**config.mk**
```make
export PLATFORM = sky130hd
export DESIGN_NAME = dom_and_masked_pipe
export DESIGN_NICKNAME = d
export VERILOG_FILES = /design/src/rtl/dom_and_masked_pipe.sv
export SDC_FILE = /design/constraint.sdc
export NUM_CORES = 1
export LEC_CHECK = 0
export ABC_AREA = 1
export CAP_MARGIN = 15
export CORE_AREA = 2 2 39 41
export DETAILED_ROUTE_END_ITERATION = 12
export DIE_AREA = 0 0 41 43
export DONT_BUFFER_PORTS = 1
export PLACE_DENSITY_LB_ADDON = 0.05
export SETUP_SLACK_MARGIN = 0.15
export SLEW_MARGIN = 5
export SYNTH_ARGS = -nofsm -noshare
export SYNTH_HDL_FRONTEND = slang
export SYNTH_SLANG_ARGS = --single-unit
```
**constraint.sdc**
```tcl
create_clock -name clk -period 0.9 [get_ports clk]
set_clock_uncertainty 0.2 [all_clocks]
set_input_delay 0.045 -clock clk [delete_from_list [all_inputs] [get_ports clk]]
set_output_delay 0.045 -clock clk [all_outputs]
set_load 0.02 [all_outputs]
```
**src/rtl/dom_and_masked_pipe.sv**
```systemverilog
`default_nettype none
// ---------------------------------------------------------------------------
// Module   : dom_and_masked_pipe
// Function : Domain-oriented masked AND with registered product stage and
//            valid/ready handshake qualified by fresh-randomness valid.
// Revision : 1.0
// ---------------------------------------------------------------------------
module dom_and_masked_pipe #(
  parameter int  WIDTH  = 1,
  parameter int  SHARES = 2,
  localparam int RND_W  = WIDTH * SHARES * (SHARES - 1) / 2
) (
  input  logic                      clk,
  input  logic                      rst,
  input  logic                      in_valid,
  output logic                      in_ready,
  input  logic [SHARES*WIDTH-1:0]   a_sh,
  input  logic [SHARES*WIDTH-1:0]   b_sh,
  input  logic [RND_W-1:0]          rnd,
  input  logic                      rnd_valid,
  output logic                      rnd_ready,
  output logic                      out_valid,
  input  logic                      out_ready,
  output logic [SHARES*WIDTH-1:0]   c_sh
);

  localparam int c_num_p = SHARES * SHARES;

  logic [c_num_p*WIDTH-1:0] w_p;
  logic [c_num_p*WIDTH-1:0] r_p;
  logic                     r_out_valid;
  logic                     w_accept;
  logic [SHARES*WIDTH-1:0]  w_c;

  assign in_ready  = rnd_valid & (~r_out_valid | out_ready);
  assign w_accept  = in_valid & in_ready;
  assign rnd_ready = w_accept;
  assign out_valid = r_out_valid;

  // P[i][j] lives at slot i*SHARES+j; mirrored cross terms share one mask z_k
  for (genvar gi = 0; gi < SHARES; gi++) begin : g_row
    for (genvar gj = 0; gj < SHARES; gj++) begin : g_col
      if (gi == gj) begin : g_inner
        assign w_p[(gi*SHARES+gj)*WIDTH +: WIDTH] =
          a_sh[gi*WIDTH +: WIDTH] & b_sh[gi*WIDTH +: WIDTH];
      end else begin : g_cross
        localparam int c_lo = (gi < gj) ? gi : gj;
        localparam int c_hi = (gi < gj) ? gj : gi;
        localparam int c_k  = c_lo*SHARES - c_lo*(c_lo+1)/2 + (c_hi - c_lo - 1);
        assign w_p[(gi*SHARES+gj)*WIDTH +: WIDTH] =
          (a_sh[gi*WIDTH +: WIDTH] & b_sh[gj*WIDTH +: WIDTH]) ^ rnd[c_k*WIDTH +: WIDTH];
      end
    end
  end

  always_ff @(posedge clk) begin
    if (rst) begin
      r_out_valid <= 1'b0;
      r_p         <= '0;
    end else if (w_accept) begin
      r_out_valid <= 1'b1;
      r_p         <= w_p;
    end else if (out_ready) begin
      r_out_valid <= 1'b0;
    end
  end

  // Integration reads registered products only, so no glitch path from inputs
  always_comb begin
    w_c = '0;
    for (int s = 0; s < SHARES; s++) begin
      for (int j = 0; j < SHARES; j++) begin
        w_c[s*WIDTH +: WIDTH] = w_c[s*WIDTH +: WIDTH] ^ r_p[(s*SHARES+j)*WIDTH +: WIDTH];
      end
    end
  end

  assign c_sh = w_c;

endmodule
`default_nettype wire

```
==> impl_results.html, run 1 <==
<table>
<tr><th>Metric</th><th>Value</th></tr>
<tr><th colspan="2">Cells and area</th></tr>
<tr><td>Diodes inserted</td><td>0</td></tr>
<tr><td>Final design area excluding fillers</td><td>roughly 430 um^2</td></tr>
<tr><td>Area growth from synthesis to final layout</td><td>39.4%</td></tr>
<tr><td>Count of non-filler cells in the finished layout</td><td>74</td></tr>
<tr><td>Nets</td><td>a little under 70</td></tr>
<tr><td>Share of cells above drive strength 1</td><td>0.328</td></tr>
<tr><td>Fill cell count</td><td>around 160</td></tr>
<tr><th colspan="2">Logic synthesis</th></tr>
<tr><td>Synthesized area per cell</td><td>6.28 um^2</td></tr>
<tr><td>Yosys warns</td><td>0</td></tr>
<tr><td>Post-Synthesis Cells</td><td>a little under 50</td></tr>
<tr><td>Net count after synthesis</td><td>59</td></tr>
<tr><td>Cell area after synthesis</td><td>308 um^2</td></tr>
<tr><td>Part of the Yosys area used for sequential elements</td><td>0.325</td></tr>
<tr><td>Number of unique standard cell types used by synthesis</td><td>10</td></tr>
<tr><td>Flop and latch count out of synthesis</td><td>5</td></tr>
<tr><th colspan="2">CTS</th></tr>
<tr><td>Clock tree root buffer cell</td><td>sky130_fd_sc_hd__clkbuf_4</td></tr>
<tr><td>Num CTS Buffers</td><td>3</td></tr>
<tr><td>Clock-pin slew reported for the worst setup and hold paths after clock tree synthesis</td><td>0.04 ns</td></tr>
<tr><td>Clock sink count</td><td>5</td></tr>
<tr><td>TritonCTS clock tree</td><td>built</td></tr>
<tr><td>Number of buffers on the longest clock path</td><td>2</td></tr>
<tr><td>Number of H-tree levels</td><td>1</td></tr>
<tr><td>Worst-skew pair later-pin latency</td><td>approximately 0.24 ns</td></tr>
<tr><th colspan="2">Setup path</th></tr>
<tr><td>CP Capture Type</td><td>primary output</td></tr>
<tr><td>Element type at the critical path start</td><td>register</td></tr>
<tr><td>R2R cell count</td><td>6</td></tr>
<tr><td>Startpoint of the most critical register-to-register path</td><td>out_valid$_SDFFE_PP0P_</td></tr>
<tr><td>Worst Path Max Fanout</td><td>8</td></tr>
<tr><td>Critical Setup Path Class</td><td>register to primary output</td></tr>
<tr><td>Reg-to-reg endpoint</td><td>out_valid$_SDFFE_PP0P_</td></tr>
<tr><td>Worst endpoint data arrival time</td><td>0.87 ns</td></tr>
<tr><td>Worst Path Required</td><td>0.65 ns</td></tr>
<tr><td>Setup slack of the most critical reg-to-reg path</td><td>-0.18 ns</td></tr>
<tr><th colspan="2">GRT</th></tr>
<tr><td>Initial antenna violation count</td><td>0</td></tr>
<tr><td>Pin count of the biggest net entering global routing</td><td>9</td></tr>
<tr><td>Vias in the first global route</td><td>260</td></tr>
<tr><td>Global-route usage over all layers</td><td>0.0796</td></tr>
<tr><td>Wire length of the first global-routing pass</td><td>938 um</td></tr>
<tr><td>Total congestion overflow after global routing</td><td>0</td></tr>
<tr><th colspan="2">Die</th></tr>
<tr><td>Number of top-level pins</td><td>15</td></tr>
<tr><td>Effective utilization at floorplan</td><td>0.222</td></tr>
<tr><td>Area of the core region</td><td>between 1000 and 1500 um^2</td></tr>
<tr><td>Die outline width</td><td>41 um</td></tr>
<tr><td>Height of the chip</td><td>roughly 43 um</td></tr>
<tr><td>Total number of placement rows</td><td>14</td></tr>
<tr><td>Full die area</td><td>1760 um^2</td></tr>
<tr><th colspan="2">STA</th></tr>
<tr><td>Setup WS post-layout</td><td>-0.218 ns</td></tr>
<tr><td>Hold violation count in the final report</td><td>5</td></tr>
<tr><td>Final worst path period share</td><td>1.24</td></tr>
<tr><td>Final setup violation count</td><td>10</td></tr>
<tr><td>Max-Slew Margin vs Limit</td><td>0.904</td></tr>
<tr><td>Maximum clock frequency</td><td>0.894 GHz</td></tr>
<tr><td>Hold Slack</td><td>-0.191 ns</td></tr>
<tr><td>Transition at the pin with the smallest max-transition slack</td><td>0.144 ns</td></tr>
<tr><td>Max-slew violation count</td><td>0</td></tr>
<tr><td>RSZ-0062 raised after global routing</td><td>yes</td></tr>
<tr><td>Clock period minus final worst setup slack</td><td>~1.1 ns</td></tr>
<tr><th colspan="2">Outcome</th></tr>
<tr><td>Violations in the final reports</td><td>hold timing, setup timing</td></tr>
<tr><td>Status</td><td>finished with violations</td></tr>
<tr><th colspan="2">Min path</th></tr>
<tr><td>Min-Delay Startpoint</td><td>rst</td></tr>
<tr><td>Worst hold path stage count</td><td>3</td></tr>
<tr><td>Hold Path Class</td><td>input pin to register</td></tr>
<tr><td>Capture endpoint of the worst hold path</td><td>out_valid$_SDFFE_PP0P_</td></tr>
<tr><th colspan="2">Place</th></tr>
<tr><td>Post-placement cell count</td><td>68</td></tr>
<tr><td>Placed cell area</td><td>between 300 and 400 um^2</td></tr>
<tr><td>Buffers on Ports</td><td>0</td></tr>
<tr><td>DPL Wire Length</td><td>519 um</td></tr>
<tr><td>Placer's final routability congestion estimate</td><td>0.674</td></tr>
<tr><th colspan="2">Route</th></tr>
<tr><td>Pre-Repair DR Iteration Count</td><td>1</td></tr>
<tr><td>Total number of vias</td><td>approximately 300</td></tr>
<tr><td>Avg Vias per Cell</td><td>between 4 and 5</td></tr>
<tr><td>Drt first-iter violations</td><td>0</td></tr>
<tr><td>Antenna violation net count after detailed routing</td><td>0</td></tr>
<tr><td>Number of DRC violations after detailed routing</td><td>0</td></tr>
<tr><td>Total wirelength of the detailed-routed design</td><td>around 590 um</td></tr>
<tr><td>Wire per inst</td><td>7.97 um</td></tr>
<tr><th colspan="2">Pwr</th></tr>
<tr><td>Power density relative to cell area</td><td>1520 nW/um^2</td></tr>
<tr><td>IR Drop Worst-Case VDD</td><td>roughly 0.74 mV</td></tr>
<tr><td>Static Leakage</td><td>0.000243 uW</td></tr>
<tr><td>Total power draw</td><td>between 600 and 700 uW</td></tr>
<tr><th colspan="2">Flow run</th></tr>
<tr><td>Max Cap Violations</td><td>0</td></tr>
</table>
cell families after synthesis:
family,Yosys count,synth area share
buf+inv,11,0.134
xor+xnor,2,0.0569
simple gates,31,0.484
flops,5,0.325
synth_stat cells:
cell,instances,share of area
sky130_fd_sc_hd__nor2_1,6,0.073
sky130_fd_sc_hd__nand2_4,1,0.037
sky130_fd_sc_hd__inv_1,11,0.13
sky130_fd_sc_hd__nand4_1,2,0.041
sky130_fd_sc_hd__dfxtp_1,5,0.33
sky130_fd_sc_hd__nand3_1,2,0.033
sky130_fd_sc_hd__nand3_4,1,0.057
sky130_fd_sc_hd__and2_2,1,0.024
sky130_fd_sc_hd__nand2_1,18,0.22
sky130_fd_sc_hd__xor2_1,2,0.057
layout make-up:
cell class              count  area [um^2]  area share
multi-input cells          33          181       0.423
flip-flops and latches      5          109       0.254
repair buffers              5         48.8       0.114
inverters                  11         43.8       0.102
clock buffers               4         26.3      0.0612
well taps                  16         20.0      0.0466
how the worst max path moves through the flow:
stage / cells past startpoint / slack [ns] / start / to
after detailed placement: 5 / -0.10 / out_valid$_SDFFE_PP0P_ / r_p[1]$_SDFFE_PP0P_
after floorplan: 4 / -0.08 / out_valid$_SDFFE_PP0P_ / r_p[1]$_SDFFE_PP0P_
after global placement: 5 / -0.1 / out_valid$_SDFFE_PP0P_ / r_p[2]$_SDFFE_PP0P_
after CTS: 3 / -0.25 / out_valid$_SDFFE_PP0P_ / rnd_ready
after global routing: 3 / -0.27 / out_valid$_SDFFE_PP0P_ / rnd_ready
final: 3 / -0.22 / out_valid$_SDFFE_PP0P_ / rnd_ready
repair_timing:
action	CTS	global route
endpoints found under the hold margin	5	5
gates resized for setup	8	0
setup buffers	2	0
endpoints found under the setup margin	10	10
pin swaps	6	4
registers in the layout (all words and copies together) (netlist names):
name and flops:
r_p 4, out_valid 1
power by group:
group          switching (uW)  internal, uW
sequential               13.9           239
clock                    83.3           167
combinational            78.6          69.8
stage by stage:
step           hold WS [ns]  utilization  setup WS (ns)  setup TNS (ns)
2_1_floorplan        0.0235            -        -0.0773          -0.379
3_3_place_gp         0.0575        0.268        -0.0989          -0.416
3_5_place_dp         0.0604        0.268         -0.104          -0.496
4_1_cts              -0.194        0.310         -0.251           -1.80
5_1_grt              -0.168        0.310         -0.274           -2.15
6_report             -0.191        0.310         -0.218           -1.59
layer usage:
| metal | GRT usage | up-vias | wire, um |
|---|---|---|---|
| met5 | 0 | - | 0 |
| met3 | 0.0628 | 0 | 35 |
| li1 | - | 160 | - |
| met1 | 0.0682 | 131 | 216 |
| met2 | 0.144 | 6 | 338 |
| met4 | 0 | 0 | 0 |
critical path, cell delays in order (launching register included):
cell                      delay, ns
sky130_fd_sc_hd__dfxtp_4       0.34
sky130_fd_sc_hd__nand2_4       0.08
sky130_fd_sc_hd__nand3_4       0.11
sky130_fd_sc_hd__inv_4         0.10
cell usage in the layout (no fill, tap or decap), drive strengths merged:
| cell | instances |
|---|---|
| nand4 | 2 |
| buf | 5 |
| nand3 | 3 |
| clkbuf | 4 |
| dfxtp | 5 |
| nand2 | 19 |
| nor2 | 6 |
| inv | 11 |
| and2 | 1 |
| xor2 | 2 |
Power figures use the tool's default switching activity.
==> run 2: changes to the inputs <==
ABC_AREA = 0   (was 1)
REMOVE_ABC_BUFFERS = 1   (was not set)
==> run 2 against run 1 <==
Effect of this change: the flow still finishes with violations (hold timing, setup timing); clock power grew 6%; via count is 8.8% lower; clock-buffer cell count unchanged; core utilization fell by 1.5 points; maximum frequency shrank 9.1%; highest routed layer is now met4.
==> impl_results.html, run 2 <==
<table>
<tr><th>Metric</th><th>Value</th></tr>
<tr><th colspan="2">Outcome</th></tr>
<tr><td>Violations in the final reports</td><td>hold timing, setup timing</td></tr>
<tr><td>Status</td><td>finished with violations</td></tr>
<tr><th colspan="2">Cells and area</th></tr>
<tr><td>Most frequent standard cell in the layout excluding fill and tap cells</td><td>sky130_fd_sc_hd__buf_4</td></tr>
<tr><td>Footprint of the multi-input gates</td><td>169 um^2</td></tr>
<tr><td>Sequential cell area in the final layout</td><td>106 um^2</td></tr>
<tr><td>Reg with most FFs</td><td>r_p</td></tr>
<tr><td>Fill cell count</td><td>roughly 160</td></tr>
<tr><td>Count of non-filler cells in the finished layout</td><td>slightly below 60</td></tr>
<tr><td>Final core utilization</td><td>0.295</td></tr>
<tr><td>Area growth from synthesis to final layout</td><td>68.9%</td></tr>
<tr><td>Flip-flop count of the largest register, all copies and words added</td><td>4</td></tr>
<tr><td>Final design area excluding fillers</td><td>408 um^2</td></tr>
<tr><td>Commonest cells after routing, fill and taps aside</td><td>7 x sky130_fd_sc_hd__buf_4, 5 x sky130_fd_sc_hd__a21oi_1, 5 x sky130_fd_sc_hd__dfxtp_2, 4 x sky130_fd_sc_hd__xor2_1</td></tr>
<tr><td>Share of cells above drive strength 1</td><td>0.595</td></tr>
<tr><td>Diodes inserted</td><td>0</td></tr>
<tr><td>Nets</td><td>53</td></tr>
<tr><th colspan="2">CTS</th></tr>
<tr><td>Clock sink count</td><td>5</td></tr>
<tr><td>Worst-skew pair later-pin latency</td><td>0.24 ns</td></tr>
<tr><td>Number of buffers on the longest clock path</td><td>2</td></tr>
<tr><td>TritonCTS clock tree</td><td>built</td></tr>
<tr><td>Clock tree root buffer cell</td><td>sky130_fd_sc_hd__clkbuf_4</td></tr>
<tr><td>Clock-pin slew reported for the worst setup and hold paths after clock tree synthesis</td><td>0.05 ns</td></tr>
<tr><td>Num CTS Buffers</td><td>3</td></tr>
<tr><td>Number of H-tree levels</td><td>1</td></tr>
<tr><th colspan="2">GRT</th></tr>
<tr><td>Wire length of the first global-routing pass</td><td>1.04 mm</td></tr>
<tr><td>Global-route usage over all layers</td><td>0.0945</td></tr>
<tr><td>Total congestion overflow after global routing</td><td>0</td></tr>
<tr><td>Pin count of the biggest net entering global routing</td><td>6</td></tr>
<tr><td>Initial antenna violation count</td><td>0</td></tr>
<tr><td>Vias in the first global route</td><td>269</td></tr>
<tr><th colspan="2">Pwr</th></tr>
<tr><td>Sequential share of power</td><td>0.380</td></tr>
<tr><td>Switching power summed over all nets</td><td>between 150 and 200 uW</td></tr>
<tr><td>Portion of total power attributed to the clock network</td><td>0.413</td></tr>
<tr><td>Power density relative to cell area</td><td>1570 nW/um^2</td></tr>
<tr><td>IR Drop Worst-Case VDD</td><td>0.549 mV</td></tr>
<tr><td>Internal Pwr Total</td><td>~470 uW</td></tr>
<tr><td>Static Leakage</td><td>about 0.00018 uW</td></tr>
<tr><td>Comb power frac</td><td>0.207</td></tr>
<tr><td>Switching fraction of total power</td><td>0.261</td></tr>
<tr><th colspan="2">Route</th></tr>
<tr><td>Number of DRC violations after detailed routing</td><td>0</td></tr>
<tr><td>Avg Vias per Cell</td><td>approximately 4.7</td></tr>
<tr><td>Drt first-iter violations</td><td>6</td></tr>
<tr><td>Total number of vias</td><td>271</td></tr>
<tr><td>Antenna violation net count after detailed routing</td><td>0</td></tr>
<tr><td>Pre-Repair DR Iteration Count</td><td>2</td></tr>
<tr><td>Total wirelength of the detailed-routed design</td><td>648 um</td></tr>
<tr><td>Wire per inst</td><td>approximately 11 um</td></tr>
<tr><th colspan="2">Setup path</th></tr>
<tr><td>Worst Path Max Fanout</td><td>2</td></tr>
<tr><td>Reg-to-reg endpoint</td><td>r_p[0]$_SDFFE_PP0P_</td></tr>
<tr><td>Stage delay of the slowest cell on the critical path</td><td>approximately 0.31 ns</td></tr>
<tr><td>R2R cell count</td><td>4</td></tr>
<tr><td>Element type at the critical path start</td><td>register</td></tr>
<tr><td>Worst setup startpoint</td><td>out_valid$_SDFFE_PP0P_</td></tr>
<tr><td>CP Capture Type</td><td>primary output</td></tr>
<tr><td>Startpoint of the most critical register-to-register path</td><td>out_valid$_SDFFE_PP0P_</td></tr>
<tr><td>Worst endpoint data arrival time</td><td>between 0.9 and 1 ns</td></tr>
<tr><td>Setup slack of the most critical reg-to-reg path</td><td>-0.32 ns</td></tr>
<tr><td>Capture point of the worst path</td><td>rnd_ready</td></tr>
<tr><td>Cells traversed along the worst timing path</td><td>and2b_2 -&gt; nor2_4 -&gt; buf_6</td></tr>
<tr><td>Slowest cell on crit path</td><td>sky130_fd_sc_hd__dfxtp_2</td></tr>
<tr><td>Worst Path Required</td><td>0.65 ns</td></tr>
<tr><td>Critical Setup Path Class</td><td>register to primary output</td></tr>
<tr><th colspan="2">Die</th></tr>
<tr><td>Full die area</td><td>1760 um^2</td></tr>
<tr><td>Die outline width</td><td>41 um</td></tr>
<tr><td>Number of top-level pins</td><td>15</td></tr>
<tr><td>Height of the chip</td><td>roughly 43 um</td></tr>
<tr><td>Effective utilization at floorplan</td><td>0.175</td></tr>
<tr><td>Area of the core region</td><td>roughly 1400 um^2</td></tr>
<tr><td>Total number of placement rows</td><td>14</td></tr>
<tr><th colspan="2">Logic synthesis</th></tr>
<tr><td>Yosys warns</td><td>0</td></tr>
<tr><td>Flop and latch count out of synthesis</td><td>5</td></tr>
<tr><td>Synthesized area per cell</td><td>about 8.6 um^2</td></tr>
<tr><td>Share of async-settable or async-resettable flops after synthesis</td><td>0</td></tr>
<tr><td>Part of the Yosys area used for sequential elements</td><td>0.415</td></tr>
<tr><td>Cell area after synthesis</td><td>241 um^2</td></tr>
<tr><td>Post-Synthesis Cells</td><td>28</td></tr>
<tr><td>Synth top area cells</td><td>sky130_fd_sc_hd__dfxtp_1 41%, sky130_fd_sc_hd__xor2_1 15%, sky130_fd_sc_hd__a21oi_1 10%</td></tr>
<tr><td>Top cells by instance count after synthesis</td><td>5 x sky130_fd_sc_hd__a21oi_1, 5 x sky130_fd_sc_hd__dfxtp_1, 4 x sky130_fd_sc_hd__xor2_1</td></tr>
<tr><td>Number of unique standard cell types used by synthesis</td><td>12</td></tr>
<tr><td>Top cell type by total area after synthesis</td><td>sky130_fd_sc_hd__dfxtp_1</td></tr>
<tr><td>Top_reg_cell synth</td><td>sky130_fd_sc_hd__dfxtp_1</td></tr>
<tr><td>Number of enable flip-flop cells after synthesis</td><td>0</td></tr>
<tr><td>Area share of the leading cell type in the synthesized netlist</td><td>0.415</td></tr>
<tr><th colspan="2">STA</th></tr>
<tr><td>RSZ-0062 raised after global routing</td><td>yes</td></tr>
<tr><td>Hold Slack</td><td>-0.347 ns</td></tr>
<tr><td>Setup WS post-layout</td><td>-0.330 ns</td></tr>
<tr><td>Transition at the pin with the smallest max-transition slack</td><td>approximately 0.19 ns</td></tr>
<tr><td>Hold violation count in the final report</td><td>5</td></tr>
<tr><td>Final setup violation count</td><td>10</td></tr>
<tr><td>Max-Slew Margin vs Limit</td><td>0.876</td></tr>
<tr><td>Clock period minus final worst setup slack</td><td>1.23 ns</td></tr>
<tr><td>Maximum clock frequency</td><td>0.813 GHz</td></tr>
<tr><td>Sum of negative setup slack</td><td>-2.27 ns</td></tr>
<tr><td>Max-slew violation count</td><td>0</td></tr>
<tr><td>Final worst path period share</td><td>1.37</td></tr>
<tr><th colspan="2">Flow run</th></tr>
<tr><td>Max Cap Violations</td><td>0</td></tr>
<tr><th colspan="2">Place</th></tr>
<tr><td>Placed cell area</td><td>292 um^2</td></tr>
<tr><td>Placer's final routability congestion estimate</td><td>0.726</td></tr>
<tr><td>Pre-CTS setup slack</td><td>-0.233 ns</td></tr>
<tr><td>Post-placement cell count</td><td>48</td></tr>
<tr><td>DPL Wire Length</td><td>491 um</td></tr>
<tr><td>Buffers on Ports</td><td>0</td></tr>
<tr><th colspan="2">Min path</th></tr>
<tr><td>Hold Path Class</td><td>input pin to register</td></tr>
</table>
[run 2: changes by cell type after synthesis, sizes merged, moves of 2 or more]
cell,change
a211oi,+2
nor2,-5
xor2,+2
a21oi,+5
nand3,-3
o21ai,+2
nand2,-16
inv,-11
[run 2: worst max-delay path, delay by kind of cell (launching register included)]
family        cells  cell delay [ns]
flops             1             0.31
simple gates      2             0.31
buf+inv           1             0.12
[run 2: layer usage]
metal / vias up / track usage / wire length, um
li1: 127 / - / -
met1: 124 / 0.100 / 246
met2: 15 / 0.122 / 299
met3: 5 / 0.0471 / 76
met4: 0 / 0.100 / 26
met5: - / 0 / 0
[run 2: stage by stage]
step           total power [uW]  hold slack (ns)
6_report                    640           -0.347
4_1_cts                     642           -0.351
2_1_floorplan               306          -0.0859
3_3_place_gp                336          -0.0846
5_1_grt                     674           -0.359
3_5_place_dp                336          -0.0837
[run 2: final cells by class]
class	instances	share of cell area
clock buffer	4	0.0644
multi-input combinational	23	0.414
sequential	5	0.261
tap	16	0.0491
timing repair buffer	10	0.212
[run 2: timing repair]
| action | 4_1_cts | 5_1_grt |
|---|---|---|
| setup buffers | 5 | 1 |
| hold endpoints to repair | 5 | 5 |
| pin swaps | 8 | 0 |
| setup endpoints to repair | 10 | 10 |
| resized for setup | 15 | 0 |
[run 2: worst min path at each step]
stage                     start  depth (start not counted)                     end
final                       rst                          1     r_p[2]$_SDFFE_PP0P_
after floorplan             rst                          1  out_valid$_SDFFE_PP0P_
after detailed placement    rst                          1     r_p[3]$_SDFFE_PP0P_
after global placement      rst                          1  out_valid$_SDFFE_PP0P_
after global routing        rst                          1     r_p[2]$_SDFFE_PP0P_
after CTS                   rst                          1     r_p[2]$_SDFFE_PP0P_
[run 2: cells by family after synthesis]
family / after synthesis / share of synthesized area
XOR/XNOR: 4 / 0.145
flip-flops: 5 / 0.415
AO/OA/AOI/OAI: 9 / 0.207
AND/OR/NAND/NOR: 10 / 0.233
[run 2: power groups by stage]
stage	Clock [uW]	Combinational (uW)	Sequential [uW]
detailed placement	0	90.1	246
global placement	0	89.4	247
floorplan	0	59.0	247
global route	287	143	244
CTS	268	131	243
finish	265	132	243
